## config.mk

```make
export PLATFORM = sky130hd
export DESIGN_NAME = if_alu_seq
export DESIGN_NICKNAME = d
export VERILOG_FILES = /design/src/rtl/if_alu_seq.sv
export SDC_FILE = /design/constraint.sdc
export NUM_CORES = 1
export LEC_CHECK = 0
export BUFFER_PORTS_ARGS = -buffer_cell sky130_fd_sc_hd__buf_2
export CAP_MARGIN = 20
export CORE_MARGIN = 5
export CORE_UTILIZATION = 30
export DETAILED_ROUTE_END_ITERATION = 10
export PLACE_DENSITY = 0.57
export SLEW_MARGIN = 20
export SYNTH_ARGS = -nofsm -noshare
export SYNTH_HDL_FRONTEND = slang
export SYNTH_SLANG_ARGS = --single-unit
```

## constraint.sdc

```tcl
create_clock -name CLK -period 2.8 [get_ports CLK]
set_clock_uncertainty 0.05 [all_clocks]
set_input_delay 0.56 -clock CLK [delete_from_list [all_inputs] [get_ports CLK]]
set_output_delay 0.56 -clock CLK [all_outputs]
set_load 0.03 [all_outputs]
```

## src/rtl/if_alu_seq.sv

```systemverilog
// if_alu_seq
// Sequential compare-and-update unit. An (A, B) operand pair is accepted over
// a valid/ready handshake. The pair then drives a two-stage update of the
// WA-bit working register temp, which starts at B[WA-1:0]:
//   A > B  : temp + A, then temp - A
//   A < B  : zext(temp) - B (truncated), then temp + A
//   A == B : temp * B[WA-1:0], then temp / A, then temp + 1
// The result is returned zero-extended on XOUT.
// Multiply is an iterative shift-add and divide is a restoring divider.
// Each of them takes exactly WA clock edges.
//
// Ports:
//   CLK        clock, rising edge
//   RST_N      asynchronous active-low reset
//   IN_VALID   operand pair valid
//   IN_READY   block can accept a pair (IDLE only)
//   A [WA]     operand A, unsigned
//   B [WB]     operand B, unsigned
//   OUT_VALID  XOUT holds a result (DONE state)
//   OUT_READY  consumer accepts the result
//   XOUT [WB]  result, temp zero-extended
//   BUSY       high in any state other than IDLE
//
// Optional feature, enabled by the macro IF_ALU_SEQ_SAT_EN:
//   Additions, the multiply and the final increment saturate at 2^WA-1.
//   Subtractions clamp at 0.
//   Without the macro, all arithmetic wraps modulo 2^WA.
module if_alu_seq #(
  parameter int WA = 8,
  parameter int WB = 16
) (
  input  logic          CLK,
  input  logic          RST_N,
  input  logic          IN_VALID,
  output logic          IN_READY,
  input  logic [WA-1:0] A,
  input  logic [WB-1:0] B,
  output logic          OUT_VALID,
  input  logic          OUT_READY,
  output logic [WB-1:0] XOUT,
  output logic          BUSY
);

  localparam int CW = (WA > 1) ? $clog2(WA) : 1;
`ifdef IF_ALU_SEQ_SAT_EN
  // The full product is kept so that overflow past WA bits can be detected.
  localparam int PW = 2 * WA;
`else
  localparam int PW = WA;
`endif

  typedef enum logic [2:0] {IDLE, S1, MUL, S2, DIV, FIN, DONE} state_t;

  state_t        state_reg, state_next;
  logic [WA-1:0] a_reg;
  logic [WB-1:0] b_reg;
  logic [WA-1:0] temp_reg;
  logic [WA-1:0] rem_reg;
  logic [PW-1:0] acc_reg, mcand_reg;
  logic [WA-1:0] mplier_reg;
  logic [CW-1:0] cnt_reg;

  logic          gt, lt, eq, last_step;
  logic [WA-1:0] add_res, sub_a_res, sub_b_res, inc_res, mul_res;
  logic [PW-1:0] acc_next;
  logic [WA:0]   div_shift;
  logic          div_ge;
  logic [WA-1:0] div_rem_next, div_quo_next;

  assign gt        = WB'(a_reg) > b_reg;
  assign lt        = WB'(a_reg) < b_reg;
  assign eq        = ~gt & ~lt;
  assign last_step = (cnt_reg == CW'(WA - 1));

  // Multiplier step.
  assign acc_next = mplier_reg[0] ? acc_reg + mcand_reg : acc_reg;

  // Restoring divider step.
  // The dividend/quotient shifts through temp_reg.
  // When the subtraction happens, the true remainder is below A, so a
  // WA-bit subtract is exact.
  // A == 0 makes every step subtract, so the quotient ends up all-ones.
  assign div_shift    = {rem_reg, temp_reg[WA-1]};
  assign div_ge       = div_shift >= {1'b0, a_reg};
  assign div_rem_next = div_ge ? div_shift[WA-1:0] - a_reg : div_shift[WA-1:0];
  assign div_quo_next = {temp_reg[WA-2:0], div_ge};

  always_comb begin
    add_res   = '0;
    sub_a_res = '0;
    sub_b_res = '0;
    inc_res   = '0;
    mul_res   = '0;
`ifdef IF_ALU_SEQ_SAT_EN
    add_res   = ({1'b0, temp_reg} + {1'b0, a_reg} > {1'b0, {WA{1'b1}}}) ?
                {WA{1'b1}} : temp_reg + a_reg;
    sub_a_res = (temp_reg < a_reg) ? '0 : temp_reg - a_reg;
    // If zext(temp) >= B, then B fits in WA bits, so the low-slice
    // subtract is exact.
    sub_b_res = (WB'(temp_reg) < b_reg) ? '0 : temp_reg - b_reg[WA-1:0];
    inc_res   = (&temp_reg) ? temp_reg : temp_reg + 1'b1;
    mul_res   = (|acc_next[PW-1:WA]) ? {WA{1'b1}} : acc_next[WA-1:0];
`else
    add_res   = temp_reg + a_reg;
    sub_a_res = temp_reg - a_reg;
    // Truncating (zext(temp) - B) to WA bits equals temp - B[WA-1:0] mod 2^WA.
    sub_b_res = temp_reg - b_reg[WA-1:0];
    inc_res   = temp_reg + 1'b1;
    mul_res   = acc_next[WA-1:0];
`endif
  end

  // State register.
  always_ff @(posedge CLK or negedge RST_N) begin
    if (!RST_N) state_reg <= IDLE;
    else        state_reg <= state_next;
  end

  // Next-state logic.
  always_comb begin
    state_next = state_reg;
    case (state_reg)
      IDLE:    if (IN_VALID) state_next = S1;
      S1:      state_next = eq ? MUL : S2;
      MUL:     if (last_step) state_next = DIV;
      S2:      state_next = DONE;
      DIV:     if (last_step) state_next = FIN;
      FIN:     state_next = DONE;
      DONE:    if (OUT_READY) state_next = IDLE;
      default: state_next = IDLE;
    endcase
  end

  // Datapath.
  always_ff @(posedge CLK or negedge RST_N) begin
    if (!RST_N) begin
      a_reg      <= '0;
      b_reg      <= '0;
      temp_reg   <= '0;
      rem_reg    <= '0;
      acc_reg    <= '0;
      mcand_reg  <= '0;
      mplier_reg <= '0;
      cnt_reg    <= '0;
    end else begin
      case (state_reg)
        IDLE: if (IN_VALID) begin
          a_reg    <= A;
          b_reg    <= B;
          temp_reg <= B[WA-1:0];
        end
        S1: begin
          if (gt)      temp_reg <= add_res;
          else if (lt) temp_reg <= sub_b_res;
          else begin
            acc_reg    <= '0;
            mcand_reg  <= PW'(temp_reg);
            mplier_reg <= b_reg[WA-1:0];
            cnt_reg    <= '0;
          end
        end
        MUL: begin
          acc_reg    <= acc_next;
          mcand_reg  <= mcand_reg << 1;
          mplier_reg <= mplier_reg >> 1;
          cnt_reg    <= last_step ? '0 : cnt_reg + 1'b1;
          if (last_step) begin
            temp_reg <= mul_res;
            rem_reg  <= '0;
          end
        end
        S2:  temp_reg <= gt ? sub_a_res : add_res;
        DIV: begin
          rem_reg  <= div_rem_next;
          temp_reg <= div_quo_next;
          cnt_reg  <= last_step ? '0 : cnt_reg + 1'b1;
        end
        FIN:     temp_reg <= inc_res;
        default: ;
      endcase
    end
  end

  assign IN_READY  = (state_reg == IDLE);
  assign BUSY      = (state_reg != IDLE);
  assign OUT_VALID = (state_reg == DONE);
  assign XOUT      = OUT_VALID ? WB'(temp_reg) : '0;

endmodule

```

Word level (Yosys, flattened, before mapping)
Cells that the tools add are included.

storage, ports and cells
  logic and storage cells = 80
  input bits = 28
  bits in registers = 70

cells by class
  order comparisons = 3
  mux-type cells = 30
  eq/ne operators = 14
  add/subtract/negate cells = 7
  bitwise operators = 3
  reductions and logical operators = 14

operators with widths
  cell                   count
  $mux W8                15
  $pmux W8 S2            4
  $pmux W8 S6            1
  $sub A8 B8 Y8          3
  $mux W3                7
  $pmux W3 S6            1
  $add A8 B8 Y8          2
  $gt A8 B16 Y1          1
  $lt A8 B16 Y1          1
  $eq A3 B3 Y1 const B   4
  $ne A2 B2 Y1 const B   5
  $ge A9 B8 Y1           1
  $add A8 B1 Y8 const B  1
  $reduce_and A4 Y1      2
  $eq A3 B2 Y1 const B   2
  $pmux W3 S2            1
  $reduce_and A3 Y1      2
  $reduce_bool A2 Y1     3
  $reduce_bool A6 Y1     1
  $reduce_and A2 Y1      2
  $reduce_or A2 Y1       2
  $add A3 B1 Y3 const B  1
  $eq A3 B1 Y1 const B   1
  $logic_not A3 Y1       1
  6 further kinds        7

Logic depth before layout (Yosys ltp)
  depth after elaboration = 5
  gate-level depth with buffers = 12

Worst setup path after synthesis
No wires, ideal clock.

  path type = reg2reg
  start = register a_reg[1]
  end = register rem_reg[6]
  data arrival time = 2.317 ns
  buffers on the path = 1
  slack = 0.304 ns
  setup time = 0.129 ns
  cell stages (with the launch flop) = 11
  required time = 2.621 ns
  path through = dfrtp_1 > inv_1 > ha_1 > nor2b_1 > o21a_1 > o21ai_0 > a21oi_1 > o41ai_2 > buf_2 > mux2i_1 > o21ai_0

between the ends
  cells in the longest elaborated chain, start to end = 3
  elaborated cells on any way between the ends = 4
  classes of those cells = 1 x add/sub; 1 x order compare; 2 x mux

ends and longest elaborated chain
  item                                                  line    text
  from (decl)                                           55      logic [WA-1:0] a_reg;
  from (signal assigned)                                137     a_reg <= '0;
  from (signal assigned)                                148     a_reg <= A;
  $sub A8 B8 Y8 / $ge A9 B8 Y1 (equally long branches)  85, 84
  $mux W8 *                                             85      assign div_rem_next = div_ge ? div_shift[WA-1:0] - a_reg : div_shift[WA-1:0];
  $pmux W8 S2 *                                         146     case (state_reg)
  to (signal assigned)                                  174     rem_reg <= div_rem_next;
  to (decl)                                             58      logic [WA-1:0] rem_reg;

Every way passes the cells marked *; elsewhere a longest branch is shown, timed or not.
A chain may end at the register's enable or synchronous reset.

Worst setup path after layout
  start = register a_reg[1]
  end = register temp_reg[3]

between the ends
  cells in the longest elaborated chain, start to end = 3
  elaborated cells on any way between the ends = 9
  classes of those cells = 2 x add/sub; 2 x order compare; 1 x eq/ne; 3 x mux; 1 x reduce/logical

ends and longest elaborated chain
  item                                                     line  text
  $gt A8 B16 Y1 (tied with other cells)                    70    assign gt = WB'(a_reg) > b_reg;
  $mux W8 (tied with other cells)                          172   S2: temp_reg <= gt ? sub_a_res : add_res;
  $pmux W8 S6 / $reduce_and A4 Y1 (equally long branches)  n/a
  to (signal assigned)                                     150   temp_reg <= B[WA-1:0];
  to (signal assigned)                                     172
  to (signal assigned)                                     175   temp_reg <= div_quo_next;
  to (decl)                                                57    logic [WA-1:0] temp_reg;

Parallel ways exist; a longest one is shown, timed or not.

==> results.md <==
* Total length of routed wires at 16.2 mm
* Arrival time worst endpoint at 2.84 ns
* Initial cell density of the core at 30.5%
* Row cnt at just under 50
* Pin slew with the least headroom to its limit at 0.578 ns
* Synth Flop Type: sky130_fd_sc_hd__dfrtp_1
* H-tree depth reported by CTS at 3
* Area of the die at 21100 sq um
* Final setup viols at 0
* Number of flip-flops in the largest register at 16
* Count of input and output buffers at 38
* Outcome: finished clean
* Clock network latency to the later pin of the worst-skew pair at about 0.35 ns
* TritonCTS buffer count at 9
* Number of enable flip-flop cells after synthesis at 0
* Most repeated cell in the gate-level netlist after synthesis: sky130_fd_sc_hd__dfrtp_1
* Total congestion overflow at 0
* Nature of the critical path endpoint: register
* Synthesis warning total at 0
* Average wire per standard cell at 17.2 um
* Final worst path period need at 2.66 ns
* Via Count at between 4000 and 5000
* Number of antenna diodes at 0
* Detailed Place HPWL at between 10 and 15 mm
* Via count of the first global-routing pass at 4710
* Clock transition at path regs at 0.06 ns
* Total routing usage reported by global routing at 15.3%
* Share of flip-flops with an asynchronous set or reset after synthesis at 100%
* Cell variety after synth at 68
* Maximum clock frequency at 376 MHz
* Antenna violations before repair at 0
* Fill cells at 1859
* Share of the yosys chip area belonging to registers at 31.8%
* CTS tree: done
* Ranking of synthesized cells by area: sky130_fd_sc_hd__dfrtp_1 32%, sky130_fd_sc_hd__ha_1 11%, sky130_fd_sc_hd__o21ai_0 5.6%
* Mean area per synthesized cell at 8.54 sq um
* Count of state elements after synthesis at 70
* Number of endpoints with negative hold slack in the final report at 0
* Worst slew slack as a fraction of its limit at 61.4%
* MaxCap Viol Count at 0
* 1st-iter DRT viols at 275
* Layout Utilization at 36.2%
* Signed area change from the synthesized netlist to the final layout at 18.6%
* Worst Hold Margin at 0.105 ns
* Synthesized netlist cell count at 644
* Final Power at 8.53 mW
* Library cell with the largest summed area after synthesis: sky130_fd_sc_hd__dfrtp_1
* Type of the worst setup path: register to register
* Ordered list of cells on the worst path: ha_1 > nor2b_1 > o211a_1 > or3_4 > nand4_4 > nor2_1 > or4b_1 > a211oi_2 > o31ai_1
* Critical-path maximum fanout at 7
* Maximum number of pins on one net before global-route repair at 43
* # clock sinks at 70
* Cts hold-fix bufs at 0
* Final weighted congestion in routability-driven placement at 0.927
* Y dimension of the die at 145 um
* Placement Cell Area at 6150 sq um
* # nets final at 788
* Leakage power figure at 3.03 nW
* Fraction of final layout cells with drive strength greater than 1 at around a fifth
* Min-Delay Path Class: primary input to asynchronous set/reset pin
* Number of buffers between clock root and the deepest sink at 2
* Final Instance Area at 6520 sq um
* Post-route ant nets at 0
* I/O Pins at 47
* Data required time at the worst endpoint at about 3.0 ns
* Synth Cell Area at approximately 5500 sq um
* Pins over their slew limit at 0
* Most used standard cells in the synthesized netlist: 70 x sky130_fd_sc_hd__dfrtp_1, 69 x sky130_fd_sc_hd__nand2_1, 62 x sky130_fd_sc_hd__o21ai_0, 57 x sky130_fd_sc_hd__nor2_1, 48 x sky130_fd_sc_hd__ha_1
* Delay of the slowest cell on the worst path at a little under 0.5 ns
* Clock root buffer master: sky130_fd_sc_hd__clkbuf_16
* Library cell contributing the largest single delay on the critical path: sky130_fd_sc_hd__or4b_1
* Fin crit share at a little over nine tenths
* Aggregate negative setup slack at 0 ns
* Area of the core at approximately 18000 sq um
* Setup repair after global routing missed its margin: no
* Final routed DRC violation total at 0
* Worst IR Drop VDD at 0.570 mV
* Worst Setup Start Kind: register
* First-pass GRT wire length at 25.8 mm
* Chip Width at 145 um
* Post-synth top area share at 31.8%
* Cell area power density at 1310 nW/um^2
* Routed via count divided by cell count at 5.13
* 1st-pass router iterations at 4
cells in the final DEF (no fill, tap or decap), drive strengths merged, types with 17 or more instances in the layout:
cell   netlist  layout
buf         20      83
nand3       17      17
inv         35      36
o21ai       65      65
a21oi       36      36
dfrtp       70      70
nor2        59      59
xnor2       18      18
nand2       69      69
ha          48      48
mux2i       21      21
worst max-delay path: cells and delay by family (launching register included):
kind / cells / cell delay [ns]
AOI/OAI and AO/OA: 3 / 0.50
DFF: 1 / 0.44
and+or+nand+nor: 5 / 1.22
adders and majority gates: 1 / 0.31
timing repair:
action	4_1_cts	5_1_grt
resized for setup	0	9
setup buffers	0	4
endpoints found under the setup margin	0	11
layout make-up:
class | instances | area, sq um | share of cell area (%)
clock inverter | 6 | 86.3 | 1.32
tap | 229 | 287 | 4.39
sequential | 70 | 1750 | 26.9
multi-input combinational | 508 | 3480 | 53.4
inverter | 35 | 131 | 2.01
clock buffer | 9 | 225 | 3.45
timing repair buffer | 83 | 556 | 8.52
worst paths after layout:
kind	from	to	slack [ns]	cells past startpoint
max	a_reg[1]	temp_reg[3]	0.14	9
max in group asynchronous	RST_N	acc_reg[1]	2.01	2
min reg2reg	mplier_reg[3]	mplier_reg[2]	0.43	2
min in group CLK	A[3]	a_reg[3]	0.37	3
max reg2reg	a_reg[1]	temp_reg[3]	0.14	9
min	RST_N	rem_reg[0]	0.11	1
where the power goes:
group          internal [mW]  total [mW]  switching, mW  leakage (nW)
combinational           2.38        5.62           3.24          1.98
clock                  0.775        1.25          0.475         0.152
sequential              1.36        1.67          0.309         0.898
total                   4.51        8.53           4.03          3.03
kinds of logic (layout without fill, tap and decap cells):
logic type,count (synthesis),count (layout),synth area share [%]
AOI/OAI and AO/OA,172,172,19.8
xor gates and xnor gates,24,24,3.82
buffers and inverters,74,133,6.19
other,1,8,0.0682
and+or+nand+nor,218,219,19.5
muxes,32,32,6.07
DFF,70,70,31.8
adders and majority gates,53,53,12.7
layer usage:
| layer | wire (um) | share of wire [%] | vias to the layer above | GRT usage, % |
|---|---|---|---|---|
| met5 | 0 | 0 | - | 0 |
| met3 | 1170 | 7.2 | 23 | 4.08 |
| met2 | 6880 | 43 | 136 | 22.5 |
| met4 | 362 | 2.2 | 0 | 5.64 |
| li1 | - | - | 2392 | - |
| met1 | 7750 | 48 | 2273 | 21.5 |
per-stage QoR:
stage                     worst slack, ns  cells
after floorplan                     0.304    651
after global placement             0.0777    920
after detailed placement           0.0340    920
after CTS                          0.0150    935
after global routing              0.00215    940
final                               0.142    940
(Power assumes the default switching activity.)
